`config.mk`:
```
export PLATFORM = sky130hd
export DESIGN_NAME = condicionador_botoes
export DESIGN_NICKNAME = d
export VERILOG_FILES = /design/src/rtl/condicionador_botoes_pkg.sv /design/src/rtl/condicionador_botoes_debounce_canal.sv /design/src/rtl/condicionador_botoes.sv
export SDC_FILE = /design/constraint.sdc
export NUM_CORES = 1
export LEC_CHECK = 0
export ABC_AREA = 1
export ABC_CLOCK_PERIOD_IN_PS = 1700
export BUFFER_PORTS_ARGS = -buffer_cell sky130_fd_sc_hd__buf_2
export CAP_MARGIN = 5
export CORE_MARGIN = 1
export CORE_UTILIZATION = 50
export CTS_BUF_LIST = sky130_fd_sc_hd__clkbuf_8
export DETAILED_ROUTE_END_ITERATION = 8
export PLACE_DENSITY = 0.75
export SYNTH_ARGS = -nofsm -noshare
export SYNTH_HDL_FRONTEND = slang
export SYNTH_SLANG_ARGS = --single-unit
```
`constraint.sdc`:
```
create_clock -name clock -period 1.7 [get_ports clock]
set_input_delay 0.17 -clock clock [delete_from_list [all_inputs] [get_ports clock]]
set_output_delay 0.17 -clock clock [all_outputs]
set_load 0.02 [all_outputs]
```
`src/rtl/condicionador_botoes_pkg.sv`:
```
// Shared definitions for the pushbutton conditioner: FSM state encoding,
// default debounce settings, auto-repeat multiplier and a one-hot helper.
package condicionador_pkg;

  typedef enum logic [1:0] {
    OCIOSO        = 2'd0,
    ESTABILIZANDO = 2'd1,
    PRESSIONADO   = 2'd2,
    SOLTANDO      = 2'd3
  } estado_t;

  localparam int DEBOUNCE_PADRAO = 50000;
  localparam int LARGURA_PADRAO  = 16;
  localparam int FATOR_REPETICAO = 8;

  // Edges after reset during which s still reflects a button held through reset.
  localparam int ESPERA_SINC = 3;

  function automatic logic eh_unico(input logic [3:0] v);
    return (v != 4'd0) && ((v & (v - 4'd1)) == 4'd0);
  endfunction

endpackage

```
`src/rtl/condicionador_botoes_debounce_canal.sv`:
```
// One input channel: 2-flop synchronizer, debounce FSM with saturating
// counter, accepted-value register and a one-cycle pulse on acceptance.
//
// state         | meaning
// OCIOSO        | synchronized input is zero, waiting for a press
// ESTABILIZANDO | nonzero sample captured, counting stable cycles
// PRESSIONADO   | press accepted, value held until it changes
// SOLTANDO      | waiting for a full debounced release (all zeros)
module debounce_canal
  import condicionador_pkg::*;
#(
  parameter int N               = 4,
  parameter int DEBOUNCE_CICLOS = DEBOUNCE_PADRAO,
  parameter int LARGURA_CONT    = LARGURA_PADRAO
) (
  input  logic         clock,
  input  logic         reset,
  input  logic [N-1:0] entrada_i,
  output logic [N-1:0] valor_o,
  output logic         pulso_o,
  output estado_t      estado_o
);

  localparam logic [LARGURA_CONT-1:0] CONT_FIM = LARGURA_CONT'(DEBOUNCE_CICLOS - 1);
  localparam logic [LARGURA_CONT-1:0] CONT_MAX = '1;
  localparam logic [1:0]              GUARDA_INI = 2'(ESPERA_SINC);

  logic [N-1:0]            sinc1_q, sinc2_q, amostra_q, valor_q;
  logic [LARGURA_CONT-1:0] cont_q, cont_d;
  logic [1:0]              guarda_q;
  estado_t                 estado_q;
  logic                    pulso_q;

  assign cont_d = (cont_q == CONT_MAX) ? cont_q : cont_q + LARGURA_CONT'(1);

  always_ff @(posedge clock) begin
    if (reset) begin
      sinc1_q   <= '0;
      sinc2_q   <= '0;
      amostra_q <= '0;
      valor_q   <= '0;
      cont_q    <= '0;
      guarda_q  <= GUARDA_INI;
      estado_q  <= OCIOSO;
      pulso_q   <= 1'b0;
    end else begin
      sinc1_q <= entrada_i;
      sinc2_q <= sinc1_q;
      pulso_q <= 1'b0;
      if (guarda_q != 2'd0) guarda_q <= guarda_q - 2'd1;

      case (estado_q)
        OCIOSO: begin
          if (sinc2_q != '0) begin
            amostra_q <= sinc2_q;
            cont_q    <= '0;
            // A button held across reset must be released before it counts.
            estado_q  <= (guarda_q != 2'd0) ? SOLTANDO : ESTABILIZANDO;
          end
        end
        ESTABILIZANDO: begin
          if (sinc2_q != amostra_q) begin
            amostra_q <= sinc2_q;
            cont_q    <= '0;
            if (sinc2_q == '0) estado_q <= OCIOSO;
          end else if (cont_q == CONT_FIM) begin
            estado_q <= PRESSIONADO;
            valor_q  <= amostra_q;
            pulso_q  <= 1'b1;
          end else begin
            cont_q <= cont_d;
          end
        end
        PRESSIONADO: begin
          if (sinc2_q != amostra_q) begin
            cont_q   <= '0;
            estado_q <= SOLTANDO;
          end
        end
        SOLTANDO: begin
          if (sinc2_q != '0) begin
            cont_q <= '0;
          end else if (cont_q == CONT_FIM) begin
            estado_q <= OCIOSO;
            valor_q  <= '0;
          end else begin
            cont_q <= cont_d;
          end
        end
        default: estado_q <= OCIOSO;
      endcase
    end
  end

  assign valor_o  = valor_q;
  assign pulso_o  = pulso_q;
  assign estado_o = estado_q;

endmodule

```
`src/rtl/condicionador_botoes.sv`:
```
// Pushbutton conditioner for the memory game: debounced one-hot play code,
// press pulses and multi-button error. CONDICIONADOR_REPETICAO_EN enables auto-repeat.
module condicionador_botoes
  import condicionador_pkg::*;
#(
  parameter int DEBOUNCE_CICLOS = DEBOUNCE_PADRAO,
  parameter int LARGURA_CONT    = LARGURA_PADRAO
) (
  input  logic       clock,
  input  logic       reset,
  input  logic [3:0] botoes_in,
  input  logic       jogar_in,
  output logic [3:0] botoes_limpos,
  output logic       jogada_pulso,
  output logic       jogar_pulso,
  output logic       erro_multiplo,
  output logic [1:0] db_estado_botoes
);

  logic [3:0] valor_bot;
  logic       pulso_bot;
  estado_t    estado_bot;
  logic [0:0] valor_jog;
  logic       pulso_jog;
  estado_t    estado_jog;
  logic       unico;
  logic       unused_jog;

  debounce_canal #(
    .N               (4),
    .DEBOUNCE_CICLOS (DEBOUNCE_CICLOS),
    .LARGURA_CONT    (LARGURA_CONT)
  ) u_botoes (
    .clock     (clock),
    .reset     (reset),
    .entrada_i (botoes_in),
    .valor_o   (valor_bot),
    .pulso_o   (pulso_bot),
    .estado_o  (estado_bot)
  );

  debounce_canal #(
    .N               (1),
    .DEBOUNCE_CICLOS (DEBOUNCE_CICLOS),
    .LARGURA_CONT    (LARGURA_CONT)
  ) u_jogar (
    .clock     (clock),
    .reset     (reset),
    .entrada_i (jogar_in),
    .valor_o   (valor_jog),
    .pulso_o   (pulso_jog),
    .estado_o  (estado_jog)
  );

  assign unused_jog = ^{valor_jog, estado_jog};

  // valor_bot is held from acceptance until the debounced release completes.
  assign unico            = eh_unico(valor_bot);
  assign botoes_limpos    = unico ? valor_bot : 4'd0;
  assign erro_multiplo    = (valor_bot != 4'd0) && !unico;
  assign jogar_pulso      = pulso_jog;
  assign db_estado_botoes = estado_bot;

`ifdef CONDICIONADOR_REPETICAO_EN
  localparam int LARGURA_REP = LARGURA_CONT + 3;
  localparam logic [LARGURA_REP-1:0] REP_FIM =
    LARGURA_REP'(FATOR_REPETICAO * DEBOUNCE_CICLOS - 1);

  logic [LARGURA_REP-1:0] rep_q;
  logic                   rep_pulso_q;

  always_ff @(posedge clock) begin
    if (reset || (estado_bot != PRESSIONADO) || !unico) begin
      rep_q       <= '0;
      rep_pulso_q <= 1'b0;
    end else begin
      rep_pulso_q <= (rep_q == REP_FIM);
      rep_q       <= (rep_q == REP_FIM) ? '0 : rep_q + LARGURA_REP'(1);
    end
  end

  assign jogada_pulso = (pulso_bot & unico) | rep_pulso_q;
`else
  assign jogada_pulso = pulso_bot & unico;
`endif

endmodule
```
==> impl_metrics.json <==
{
  "setup_viol": 0,
  "grt_use_total_pct": 22.0,
  "via_count": 3582,
  "cts_buffers": 9,
  "area_growth_pct": 12.8,
  "cts_buffer_depth": 2,
  "ys.flop_type": "dfxtp_1",
  "hpwl_microns": 5700,
  "max_slew_margin_pct": 67.8,
  "grtUsageMet3_pct": 4.90,
  "portBuffers": 15,
  "met1_usage_pct": 25.6,
  "worstSetupStartpoint": "u_botoes.valor_o[1]",
  "grt_pass1_wl_microns": 13500,
  "synth_edf_count": 0,
  "die_w_microns": 88.0,
  "finalSetupTns_ns": 0,
  "core_sq_mm": 0.00698,
  "antennaDiodeCount": 0,
  "netlist-cell-type-count": 39,
  "clock_skew_ns": 0.00675,
  "num_io_pins": 16,
  "cp.required_ns": 1.53,
  "p_seq_share_pct": 41.7,
  "cap_violations": 0,
  "synth_nets": 592,
  "clockPowerShare_pct": 30.8,
  "core.rowCount": 30,
  "post-route-min-period_ns": 1.63,
  "cts_tree": "done",
  "netlist.area_leader.share_pct": 33.1,
  "path_clk_slew_ns": 0.07,
  "status": "completed",
  "post-route-cell-area_sq_mm": 0.00417,
  "drc": 0,
  "wl_per_cell_microns": 11.1,
  "rsz0062_at_grt": "true",
  "power_density_mw_per_mm2": 976,
  "grt_pass1_vias": 3225,
  "place_inst": 688,
  "yosysWarningCount": 0,
  "max_freq_mhz": 612,
  "use_met2_pct": 39.3,
  "ant_nets": 0,
  "fin_ws_ns": 0.0673,
  "routed_wl_microns": 7850,
  "fin_nets": 617,
  "power.leakage_nw": 1.83,
  "synth-seq-area-share_pct": 33.1,
  "startpoint_type": "register",
  "busiest_layer": "met2",
  "crit_path_max_fanout": 3,
  "endpoint_kind": "output port",
  "timing.final.hold_violations": 0,
  "clock-root-buffer": "clkbuf_8",
  "crit_path_end": "jogada_pulso",
  "ys_async_sr_fraction_pct": 0,
  "clkLatencyLatePin_ns": 0.33,
  "place_congestion": 0.916,
  "r2r-start": "u_botoes.cont_q[0]",
  "start_util_pct": 52.9,
  "fin_crit_sh_pct": 96.0,
  "synth-seq-cells": 61,
  "grt_max_degree": 22,
  "first_iter_violations": 162,
  "syn_inst": 581,
  "worst_slew_pin_slew_ns": 0.483,
  "avgViaCountPerCell": 5.07,
  "finalPower_mw": 4.07,
  "layout-drive-gt1-share_pct": 19.3,
  "drv_slew": 0,
  "synth_area_sq_mm": 0.00369,
  "reg2regPathDepth": 10,
  "hp-class": "primary input to register",
  "grt_overflow": 0,
  "power_frac_comb_pct": 27.6,
  "peakVddDrop_uv": 553,
  "r2r-end": "u_botoes.valor_o[0]",
  "clock_sinks": 61,
  "critical_path_class": "register to output port",
  "final_common_cell": "nand2_1",
  "htree_num_levels": 3,
  "antenna_found_initial": 0,
  "stdcell_count": 707,
  "holdBufCountCts": 0,
  "yosysTopAreaCell": "dfxtp_1",
  "dieHeight_microns": 88.0,
  "swShare_pct": 35.5,
  "firstDrtPassIters": 4,
  "internal-power_mw": 2.62,
  "critPathArrivalTime_ns": 1.46,
  "place_area_sq_mm": 0.00388,
  "switching_power_mw": 1.44,
  "dieArea_sq_mm": 0.00774,
  "postSynthAreaPerCell_sq_um": 6.36,
  "r2r_slack_ns": 0.12,
  "post-place-ws_ns": 0.0232,
  "yosys-top-cells-area": "dfxtp_1, nand2_1, inv_1",
  "fillers": 669,
  "final_cell_mix": "nand2_1, inv_1, nor2_1"
}
==> Yosys cell counts, types with 3 or more instances <==
cell	instances
a21oi_1	36
a21oi_2	4
buf_4	3
clkbuf_1	6
dfxtp_1	61
ha_1	4
inv_1	70
inv_2	16
nand2_1	168
nand2_2	10
nand2_4	4
nand3_1	40
nand4_1	14
nor2_1	61
nor2_2	6
nor2_4	7
nor3_1	3
o21ai_0	27
o21ai_1	9
o21bai_1	6
or2_2	3
==> state kept, by name (all words and copies together), names as in the netlist, 2 cells and up <==
register and count:
u_botoes.guarda_q 2, u_botoes.valor_o 4, u_botoes.amostra_q 4, u_botoes.estado_o 2, u_jogar.estado_o 2, u_botoes.cont_q 16, u_botoes.sinc2_q 4, u_jogar.cont_q 16
u_jogar.guarda_q 2, u_botoes.sinc1_q 4
==> worst min-delay path by stage <==
stage	startpoint	endpoint	slack, ns	cells after the start
3_5_place_dp	jogar_in	u_jogar.sinc1_q	0.38	3
6_report	botoes_in[0]	u_botoes.sinc1_q[0]	0.04	3
4_1_cts	botoes_in[0]	u_botoes.sinc1_q[0]	0.02	3
2_1_floorplan	botoes_in[0]	u_botoes.sinc1_q[0]	0.28	2
5_1_grt	botoes_in[0]	u_botoes.sinc1_q[0]	0.02	3
3_3_place_gp	jogar_in	u_jogar.sinc1_q	0.37	3
==> routing by layer <==
metal	up-vias	share of wire (%)	routed length, microns
met2	79	48	3800
li1	1900	-	-
met5	-	0	0
met3	12	3.9	306
met1	1591	46	3620
met4	0	1.5	119
==> repair_timing <==
action	4_1_cts	5_1_grt
cloned	0	0
endpoints found under the setup margin	1	22
buffers inserted	0	3
pin swaps	0	5
resized for setup	1	25
==> cell type report <==
| cell class | instances | area [sq um] | share of cell area [%] |
|---|---|---|---|
| Clock buffer | 9 | 124 | 2.97 |
| Clock inverter | 7 | 66.3 | 1.59 |
| Inverter | 87 | 327 | 7.84 |
| Multi-Input combinational cell | 420 | 2140 | 51.2 |
| Sequential cell | 61 | 1230 | 29.5 |
| Tap cell | 96 | 120 | 2.88 |
| Timing Repair Buffer | 27 | 165 | 3.96 |
==> power groups by stage <==
stage	Sequential, mW	Combinational [mW]	Clock, mW
after floorplan	1.70	0.862	0
after global placement	1.69	1.06	0
after detailed placement	1.71	1.09	0
after CTS	1.67	1.10	1.29
after global routing	1.71	1.28	1.36
final	1.69	1.12	1.25
==> metrics by stage <==
step / hold WS [ns] / utilization (%)
after floorplan: 0.277 / -
after global placement: 0.369 / 55.6
after detailed placement: 0.378 / 55.6
after CTS: 0.0235 / 58.4
after global routing: 0.0230 / 59.7
final: 0.0355 / 59.7
==> worst max-delay path, cell delays in order (launching register included) <==
cell and delay, ns:
dfxtp_2 0.33, nor2_2 0.12, o21ai_1 0.07, o21ai_1 0.06, o21ai_1 0.09, a311oi_1 0.25
buf_2 0.20
==> logic make-up (layout without fill, tap and decap cells) <==
kind of cell             count (synthesis)  count (layout)  share of synthesized area, %
AND/OR/NAND/NOR                        323             323                          39.9
AO/OA/AOI/OAI                           90              90                          14.0
XOR/XNOR                                 3               3                         0.915
buffers and inverters                  100             130                          10.8
adder cells (fa/ha/maj)                  4               4                          1.36
flip-flops                              61              61                          33.1
Note: power is estimated with default switching activity, not from simulation.
